## src/rtl/apb_uart_pkg.sv

```systemverilog
// Shared definitions for the APB/UART codebase slice.
package apb_uart_pkg;

    // Phases of the APB initiator transfer sequence.
    typedef enum logic [1:0] {
        IDLE   = 2'd0,
        SETUP  = 2'd1,
        ACCESS = 2'd2,
        RESP   = 2'd3
    } apb_init_state_e;

    // Width of a byte in the strobe mapping.
    localparam int APB_BYTE_W = 8;

endpackage : apb_uart_pkg

```

## src/rtl/apb_initiator.sv

```systemverilog
// Memory-request to APB4 requester bridge, one transfer at a time.
//
// Handshake: the requester raises mreq_i with maddr_i/mwe_i/mwdata_i/mstrb_i
// stable and keeps them until it sees the one-cycle mack_o pulse; the request
// is only sampled in IDLE, so a request still high during RESP is ignored and
// is taken as a new transfer on the following IDLE cycle. mrdata_o/mresp_o are
// valid with mack_o and hold until the next completion.
module apb_initiator
    import apb_uart_pkg::*;
#(
    parameter int ADDR_WIDTH = 5,
    parameter int DATA_WIDTH = 32,
    parameter int TIMEOUT    = 16
) (
    input  logic                    clk_i,
    input  logic                    arst_ni,
    input  logic                    mreq_i,
    input  logic [ADDR_WIDTH-1:0]   maddr_i,
    input  logic                    mwe_i,
    input  logic [DATA_WIDTH-1:0]   mwdata_i,
    input  logic [DATA_WIDTH/8-1:0] mstrb_i,
    output logic                    mack_o,
    output logic [DATA_WIDTH-1:0]   mrdata_o,
    output logic                    mresp_o,
    output logic                    psel_o,
    output logic                    penable_o,
    output logic                    pwrite_o,
    output logic [ADDR_WIDTH-1:0]   paddr_o,
    output logic [DATA_WIDTH-1:0]   pwdata_o,
    output logic [DATA_WIDTH/8-1:0] pstrb_o,
    input  logic                    pready_i,
    input  logic                    pslverr_i,
    input  logic [DATA_WIDTH-1:0]   prdata_i
);

    localparam int STRB_W = DATA_WIDTH / APB_BYTE_W;
    // A zero TIMEOUT still needs a legal one-bit counter; it is simply never compared.
    localparam int CNT_W = (TIMEOUT > 0) ? $clog2(TIMEOUT + 1) : 1;
    localparam bit TIMEOUT_EN = (TIMEOUT != 0);
    localparam logic [CNT_W-1:0] CNT_LAST = (TIMEOUT > 0) ? CNT_W'(TIMEOUT - 1) : '0;
    localparam logic [CNT_W-1:0] CNT_ONE  = CNT_W'(1);

    apb_init_state_e         state_q, state_d;
    logic [ADDR_WIDTH-1:0]   addr_q, addr_d;
    logic                    write_q, write_d;
    logic [DATA_WIDTH-1:0]   wdata_q, wdata_d;
    logic [STRB_W-1:0]       strb_q, strb_d;
    logic [CNT_W-1:0]        cnt_q, cnt_d;
    logic [DATA_WIDTH-1:0]   rdata_q, rdata_d;
    logic                    resp_q, resp_d;

    // State and datapath registers; reset clears every visible output.
    always_ff @(posedge clk_i) begin
        if (!arst_ni) begin
            state_q <= IDLE;
            addr_q  <= '0;
            write_q <= 1'b0;
            wdata_q <= '0;
            strb_q  <= '0;
            cnt_q   <= '0;
            rdata_q <= '0;
            resp_q  <= 1'b0;
        end else begin
            state_q <= state_d;
            addr_q  <= addr_d;
            write_q <= write_d;
            wdata_q <= wdata_d;
            strb_q  <= strb_d;
            cnt_q   <= cnt_d;
            rdata_q <= rdata_d;
            resp_q  <= resp_d;
        end
    end

    // Next-state and capture logic for the transfer sequence.
    always_comb begin
        state_d = state_q;
        addr_d  = addr_q;
        write_d = write_q;
        wdata_d = wdata_q;
        strb_d  = strb_q;
        cnt_d   = cnt_q;
        rdata_d = rdata_q;
        resp_d  = resp_q;

        unique case (state_q)
            IDLE: begin
                if (mreq_i) begin
                    addr_d  = maddr_i;
                    write_d = mwe_i;
                    // Reads present zero data and zero strobes on the APB side.
                    wdata_d = mwe_i ? mwdata_i : '0;
                    strb_d  = mwe_i ? mstrb_i : '0;
                    cnt_d   = '0;
                    state_d = SETUP;
                end
            end
            SETUP: begin
                state_d = ACCESS;
            end
            ACCESS: begin
                // pready_i wins over an expiring timeout on the same cycle.
                if (pready_i) begin
                    rdata_d = write_q ? '0 : prdata_i;
                    resp_d  = pslverr_i;
                    state_d = RESP;
                end else if (TIMEOUT_EN && (cnt_q == CNT_LAST)) begin
                    rdata_d = '0;
                    resp_d  = 1'b1;
                    state_d = RESP;
                end else if (cnt_q != '1) begin
                    cnt_d = cnt_q + CNT_ONE;
                end
            end
            RESP: begin
                state_d = IDLE;
            end
            default: begin
                state_d = IDLE;
            end
        endcase
    end

    // APB control and completion strobes decode directly from the state register.
    always_comb begin
        psel_o    = (state_q == SETUP) || (state_q == ACCESS);
        penable_o = (state_q == ACCESS);
        mack_o    = (state_q == RESP);
    end

    assign pwrite_o = write_q;
    assign paddr_o  = addr_q;
    assign pwdata_o = wdata_q;
    assign pstrb_o  = strb_q;
    assign mrdata_o = rdata_q;
    assign mresp_o  = resp_q;

endmodule : apb_initiator

```

## config.mk

```make
export PLATFORM = sky130hd
export DESIGN_NAME = apb_initiator
export DESIGN_NICKNAME = d
export VERILOG_FILES = /design/src/rtl/apb_uart_pkg.sv /design/src/rtl/apb_initiator.sv
export SDC_FILE = /design/constraint.sdc
export NUM_CORES = 1
export LEC_CHECK = 0
export ABC_AREA = 1
export CORE_MARGIN = 1.5
export CORE_UTILIZATION = 40
export CTS_CLUSTER_SIZE = 20
export DETAILED_ROUTE_END_ITERATION = 8
export PLACE_DENSITY = 0.87
export REMOVE_ABC_BUFFERS = 1
export SLEW_MARGIN = 5
export SYNTH_ARGS = -nofsm -noshare
export SYNTH_HDL_FRONTEND = slang
export SYNTH_SLANG_ARGS = --single-unit
```

## constraint.sdc

```tcl
create_clock -name clk_i -period 2.4 [get_ports clk_i]
set_input_delay 0.24 -clock clk_i [delete_from_list [all_inputs] [get_ports clk_i]]
set_output_delay 0.24 -clock clk_i [all_outputs]
set_load 0.01 [all_outputs]
```

==> out/qor.csv, run 1 <==
metric;value;unit
run_status;complete, no violations;
final.setup.tns;0;ns
ff2ff_setup_slack;0.63;ns
std_cell_rows;32;
place_inst;646;
grt_pass1_wl;13600;um
grt_max_degree;45;
fp.dieH;91.4;um
final_layout_size_suffix_gt1_share;5.72;%
synth_compound_area_share;13.2;%
die_area;0.00836;sq mm
dp_hpwl;5980;um
yosys-top-cells-area;dfxtp_1 (53%), nand2_1 (19%), a21oi_1 (12%);
cts_tree;built;
synthTopCellsByCount;nand2_1 (162), dfxtp_1 (82), a21oi_1 (72);
synth-simple-area-share;25.2;%
cts_resized;0;
synthArstFlopShare;0;%
via_per_inst;4.65;
track_usage;20.1;%
worstPathArrival;1.81;ns
yosysMostFrequentCell;nand2_1;
min_from;mstrb_i[3];
syn_area;0.00313;sq mm
hold_violations;0;
cts_setup_buffers;0;
skew;0.00620;ns
maxSlewViolCount;0;
synth_flop_cell;dfxtp_1;
synth_edf_count;0;
regToRegStartpoint;state_q[0]$_SDFFE_PN0P_;
r2r_cells;7;
p_per_area;846;mW/mm^2
tightest_slew;0.474;ns
yosys-mux-area-fraction;0;%
critPathLaunch;state_q[0]$_SDFFE_PN0P_;
ys_types;20;
ir_worst_vdd;417;uV
gp_congestion;0.834;
route.detailed.drc;0;
ys_seq_elements;82;
core-area;0.00765;sq mm
htreeDepth;3;
ys_warn_count;0;
leakagePower;0.00183;uW
dpl_cell_area;0.00472;sq mm
num_antenna_cells;0;
maxCapViolCount;0;
start_kind;flop;
synth_top_family_by_area;simple AND/OR/NAND/NOR gates;
critPathKind;reg -> out;
yosys.area.top_type_share;52.5;%
num-fill-cells;653;
initial_utilization;40.9;%
cts_buffer_depth;2;
grt_antenna_before_repair;0;
fin_cells;661;
fmax;488;MHz
ios;157;
syn_area_per_cell;7.74;sq um
grt_pass1_vias;2936;
final_util;64.9;%
ctsRootBufferMaster;clkbuf_8;
finalCritPeriodShare;85.4;%
rsz0062_at_grt;no;
die_width;91.4;um
area_growth;58.7;%
grt-ovfl-total;0;
cts_buffers;9;
crit_required;2.16;ns
vias;3074;
synthXorXnorAreaFrac;0;%
yosysTopAreaCell;dfxtp_1;
power;4200;uW
worstHoldPathType;in -> reg;
period_needed;2.05;ns
max-slew-margin-rel;68.4;%
clock-sinks;82;
cp-end-kind;primary output;
finalSetupViolations;0;
io_buffers;156;
cp_max_fo;10;
clkLatencyLatePin;0.34;ns
hold_buffers;0;
routed_wl;8310;um
postSynthCellCount;404;
post_drt_wl_per_cell;12.6;um
min_path_cells;3;
synth_seq_area_share;52.5;%
path_clk_slew;0.08;ns
ant_nets;0;
nets;641;
yosys.area_share.adder;2.80;%
drt_iter0_markers;74;
design_area;0.00496;sq mm
drtPass1Iterations;4;
-- registers in the layout, summed over array words and instances (netlist names) --
register and count:
mrdata_o 32, pwdata_o 32, cnt_q 5, paddr_o 5, pstrb_o 4, state_q 2
mresp_o 1, pwrite_o 1
-- layout by cell type (no fill, tap or decap), types with 2 or more instances in the layout --
cell type	netlist	routed
inv_2	2	2
o21ai_0	9	9
ha_1	7	7
or2_2	2	2
nor2_1	23	23
clkbuf_8	0	10
inv_1	13	13
nand3_1	3	3
a21oi_1	72	72
bufinv_16	0	3
dfxtp_1	82	82
nor2_4	2	2
clkdlybuf4s50_1	0	156
nand2_1	162	162
buf_4	1	6
-- metal layers --
| layer | routed length, um | vias to the layer above | track usage [%] |
|---|---|---|---|
| li1 | - | 1578 | - |
| met1 | 3430 | 1380 | 22.3 |
| met2 | 4150 | 108 | 36.0 |
| met3 | 621 | 8 | 5.95 |
| met4 | 111 | 0 | 7.29 |
| met5 | 0 | - | 0 |
-- critical path: stages (launching register included) --
cell             delay, ns
dfxtp_1               0.32
inv_1                 0.12
ha_1                  0.41
clkdlybuf4s50_1       0.62
-- cell type report --
type                       instances  area [sq um]  share of cell area, %
sequential                        82          1640                   33.1
clock inverter                     5           103                   2.07
clock buffer                      10           138                   2.77
inverter                          15          56.3                   1.13
tap                              102           128                   2.57
multi-input combinational        285          1290                   26.0
timing repair buffer             162          1610                   32.4
-- cells by family after synthesis --
| kind of cell | Yosys count |
|---|---|
| compound gates | 82 |
| fa+ha+maj | 7 |
| buf+inv | 37 |
| flops | 82 |
| simple gates | 196 |
-- power breakdown --
part / switching [uW] / internal (uW)
clock: 475 / 712
sequential: 108 / 1550
combinational: 711 / 642
-- path summary, 6_finish.rpt --
kind | to
max | penable_o
max reg2reg | mrdata_o[21]$_SDFFE_PN0P_
min reg2reg | mresp_o$_SDFFE_PN0P_
min | pstrb_o[3]$_SDFFE_PN0P_
-- per-stage QoR --
stage          hold slack, ns  setup slack, ns
2_1_floorplan           0.360            0.590
3_3_place_gp            0.433            0.765
3_5_place_dp            0.448            0.657
4_1_cts                 0.427            0.339
5_1_grt                 0.452            0.236
6_report                0.446            0.351
Note: power is estimated with default switching activity, not from simulation.
==> run 2, diff against run 1 <==
CORE_MARGIN = unset   (was 1.5)
==> out/qor.csv, run 2 (synthesis results as in run 1) <==
metric;value;unit;change
path_clk_slew;0.08;ns;about the same
htreeDepth;3;;unchanged
cts_buffer_depth;2;;unchanged
ios;157;;unchanged
drt_iter0_markers;100;;was 74
io_buffers;156;;unchanged
ctsRootBufferMaster;clkbuf_8;;unchanged
p_per_area;824;mW/mm^2;was 846 mW/mm^2
p_clk_share;25.7;%;was 28.3%
routed_wl;8130;um;was 8310 um
num_antenna_cells;0;;unchanged
ff2ff_setup_slack;0.66;ns;was 0.63 ns
hold_violations;0;;unchanged
skew;0.00874;ns;was 0.00620 ns
maxCapViolCount;0;;unchanged
area_growth;57.4;%;was 58.7%
die_area;0.00817;sq mm;was 0.00836 sq mm
num-fill-cells;619;;was 653
finalSetupViolations;0;;unchanged
core-area;0.00741;sq mm;was 0.00765 sq mm
final_common_cell;nand2_1;;unchanged
multi_input_area;0.00129;sq mm;unchanged
dp_hpwl;5850;um;was 5980 um
crit_required;2.16;ns;about the same
cts_resized;0;;unchanged
hold_end;mresp_o$_SDFFE_PN0P_;;was pstrb_o[3]$_SDFFE_PN0P_
cts_setup_buffers;0;;unchanged
finalCritPeriodShare;83.5;%;was 85.4%
route.detailed.drc;0;;unchanged
cts_buffers;9;;unchanged
fin_cells;656;;was 661
grt_pass1_vias;3049;;was 2936
regToRegStartpoint;state_q[0]$_SDFFE_PN0P_;;unchanged
die_width;90.4;um;was 91.4 um
min_path_cells;2;;was 3
clock-sinks;82;;unchanged
grt-ovfl-total;0;;unchanged
cp_max_fo;10;;unchanged
p_int;2770;uW;was 2900 uW
drtPass1Iterations;4;;unchanged
sw_frac_of_total;31.7;%;was 30.8%
min_from;mresp_o$_SDFFE_PN0P_;;was mstrb_i[3]
period_needed;2.00;ns;was 2.05 ns
combPwrFrac;33.5;%;was 32.2%
maxSlewViolCount;0;;unchanged
leakagePower;0.00181;uW;was 0.00183 uW
ant_nets;0;;unchanged
r2r-end;mrdata_o[29]$_SDFFE_PN0P_;;was mrdata_o[21]$_SDFFE_PN0P_
vias;3073;;was 3074
clkLatencyLatePin;0.33;ns;was 0.34 ns
grt_max_degree;69;;was 45
fp.dieH;90.4;um;was 91.4 um
max-slew-margin-rel;66.7;%;was 68.4%
post_drt_wl_per_cell;12.4;um;was 12.6 um
regArea;0.00164;sq mm;unchanged
rsz0062_at_grt;no;;unchanged
critPathKind;reg -> out;;unchanged
mostFrequentLayoutCells;nand2_1 (162), clkdlybuf4s50_1 (156), dfxtp_1 (82), a21oi_1 (72), nor2_1 (23);;unchanged
gp_congestion;0.796;;was 0.834
r2r_cells;7;;unchanged
track_usage;20.3;%;was 20.1%
std_cell_rows;31;;was 32
grt_pass1_wl;13600;um;about the same
place_inst;641;;was 646
seqPwrFrac;40.8;%;was 39.5%
initial_utilization;42.2;%;was 40.9%
worstHoldPathType;reg -> reg;;was in -> reg
grt_antenna_before_repair;0;;unchanged
ir_worst_vdd;453;uV;was 417 uV
run_status;complete, no violations;;unchanged
nets;639;;was 641
start_kind;flop;;unchanged
cp-end-kind;primary output;;unchanged
power_switching;1290;uW;about the same
final_layout_size_suffix_gt1_share;5.39;%;was 5.72%
cts_tree;built;;unchanged
final.setup.tns;0;ns;unchanged
worstPathArrival;1.76;ns;was 1.81 ns
tightest_slew;0.498;ns;was 0.474 ns
hold_buffers;0;;unchanged
via_per_inst;4.68;;was 4.65
fmax;499;MHz;was 488 MHz
==> run 2: changes by cell type in the layout (fill, tap and decap cells not counted), sizes merged <==
cell    before  now
clkbuf      10    9
clkinv       1    3
bufinv       3    2
buf          6    4
==> run 2: layout make-up <==
class                   count  share of cell area (%)
flip-flops and latches     82                    33.4
repair buffers            160                    32.6
multi-input cells         285                    26.2
clock buffers               9                    2.52
well taps                  99                    2.52
clock inverters             6                    1.68
inverters                  15                    1.14
==> run 2: how the worst max path moves through the flow <==
stage / start / end / slack [ns] / cells past startpoint
4_1_cts: state_q[0]$_SDFFE_PN0P_ / penable_o / 0.37 / 3
5_1_grt: state_q[0]$_SDFFE_PN0P_ / penable_o / 0.32 / 3
6_report: state_q[0]$_SDFFE_PN0P_ / penable_o / 0.40 / 3
2_1_floorplan: cnt_q[0]$_SDFFE_PN0P_ / mrdata_o[0]$_SDFFE_PN0P_ / 0.59 / 7
3_3_place_gp: state_q[0]$_SDFFE_PN0P_ / penable_o / 0.78 / 3
3_5_place_dp: state_q[0]$_SDFFE_PN0P_ / mrdata_o[29]$_SDFFE_PN0P_ / 0.67 / 7
==> run 2: power groups by stage <==
| stage | Combinational (uW) | Sequential (uW) | Clock [uW] |
|---|---|---|---|
| 6_report | 1360 | 1660 | 1040 |
| 3_3_place_gp | 1320 | 1680 | 0 |
| 5_1_grt | 1490 | 1680 | 1140 |
| 3_5_place_dp | 1360 | 1690 | 0 |
| 4_1_cts | 1360 | 1660 | 1080 |
| 2_1_floorplan | 624 | 1750 | 0 |
==> run 2: worst max-delay path, cell delays in order, from the launching register on <==
cell	delay [ns]
dfxtp_1	0.32
inv_1	0.12
ha_1	0.40
clkdlybuf4s50_1	0.61
==> run 2: through the flow <==
step	total power (uW)	setup slack [ns]	util, %	hold WS (ns)	cell area (sq um)
after global routing	4310	0.316	66.4	0.447	4920
after CTS	4100	0.370	66.4	0.434	4920
after detailed placement	3050	0.669	63.7	0.449	4720
after floorplan	2370	0.590	-	0.360	2990
after global placement	3000	0.778	63.7	0.436	4720
final	4050	0.396	66.4	0.455	4920
==> run 2: per-layer routing <==
layer  vias up  track usage, %  share of wire, %
li1       1571               -                 -
met1      1362            23.0                42
met2       123            35.6                47
met3        17            6.06               8.2
met4         0            7.93               2.0
met5         -               0                 0
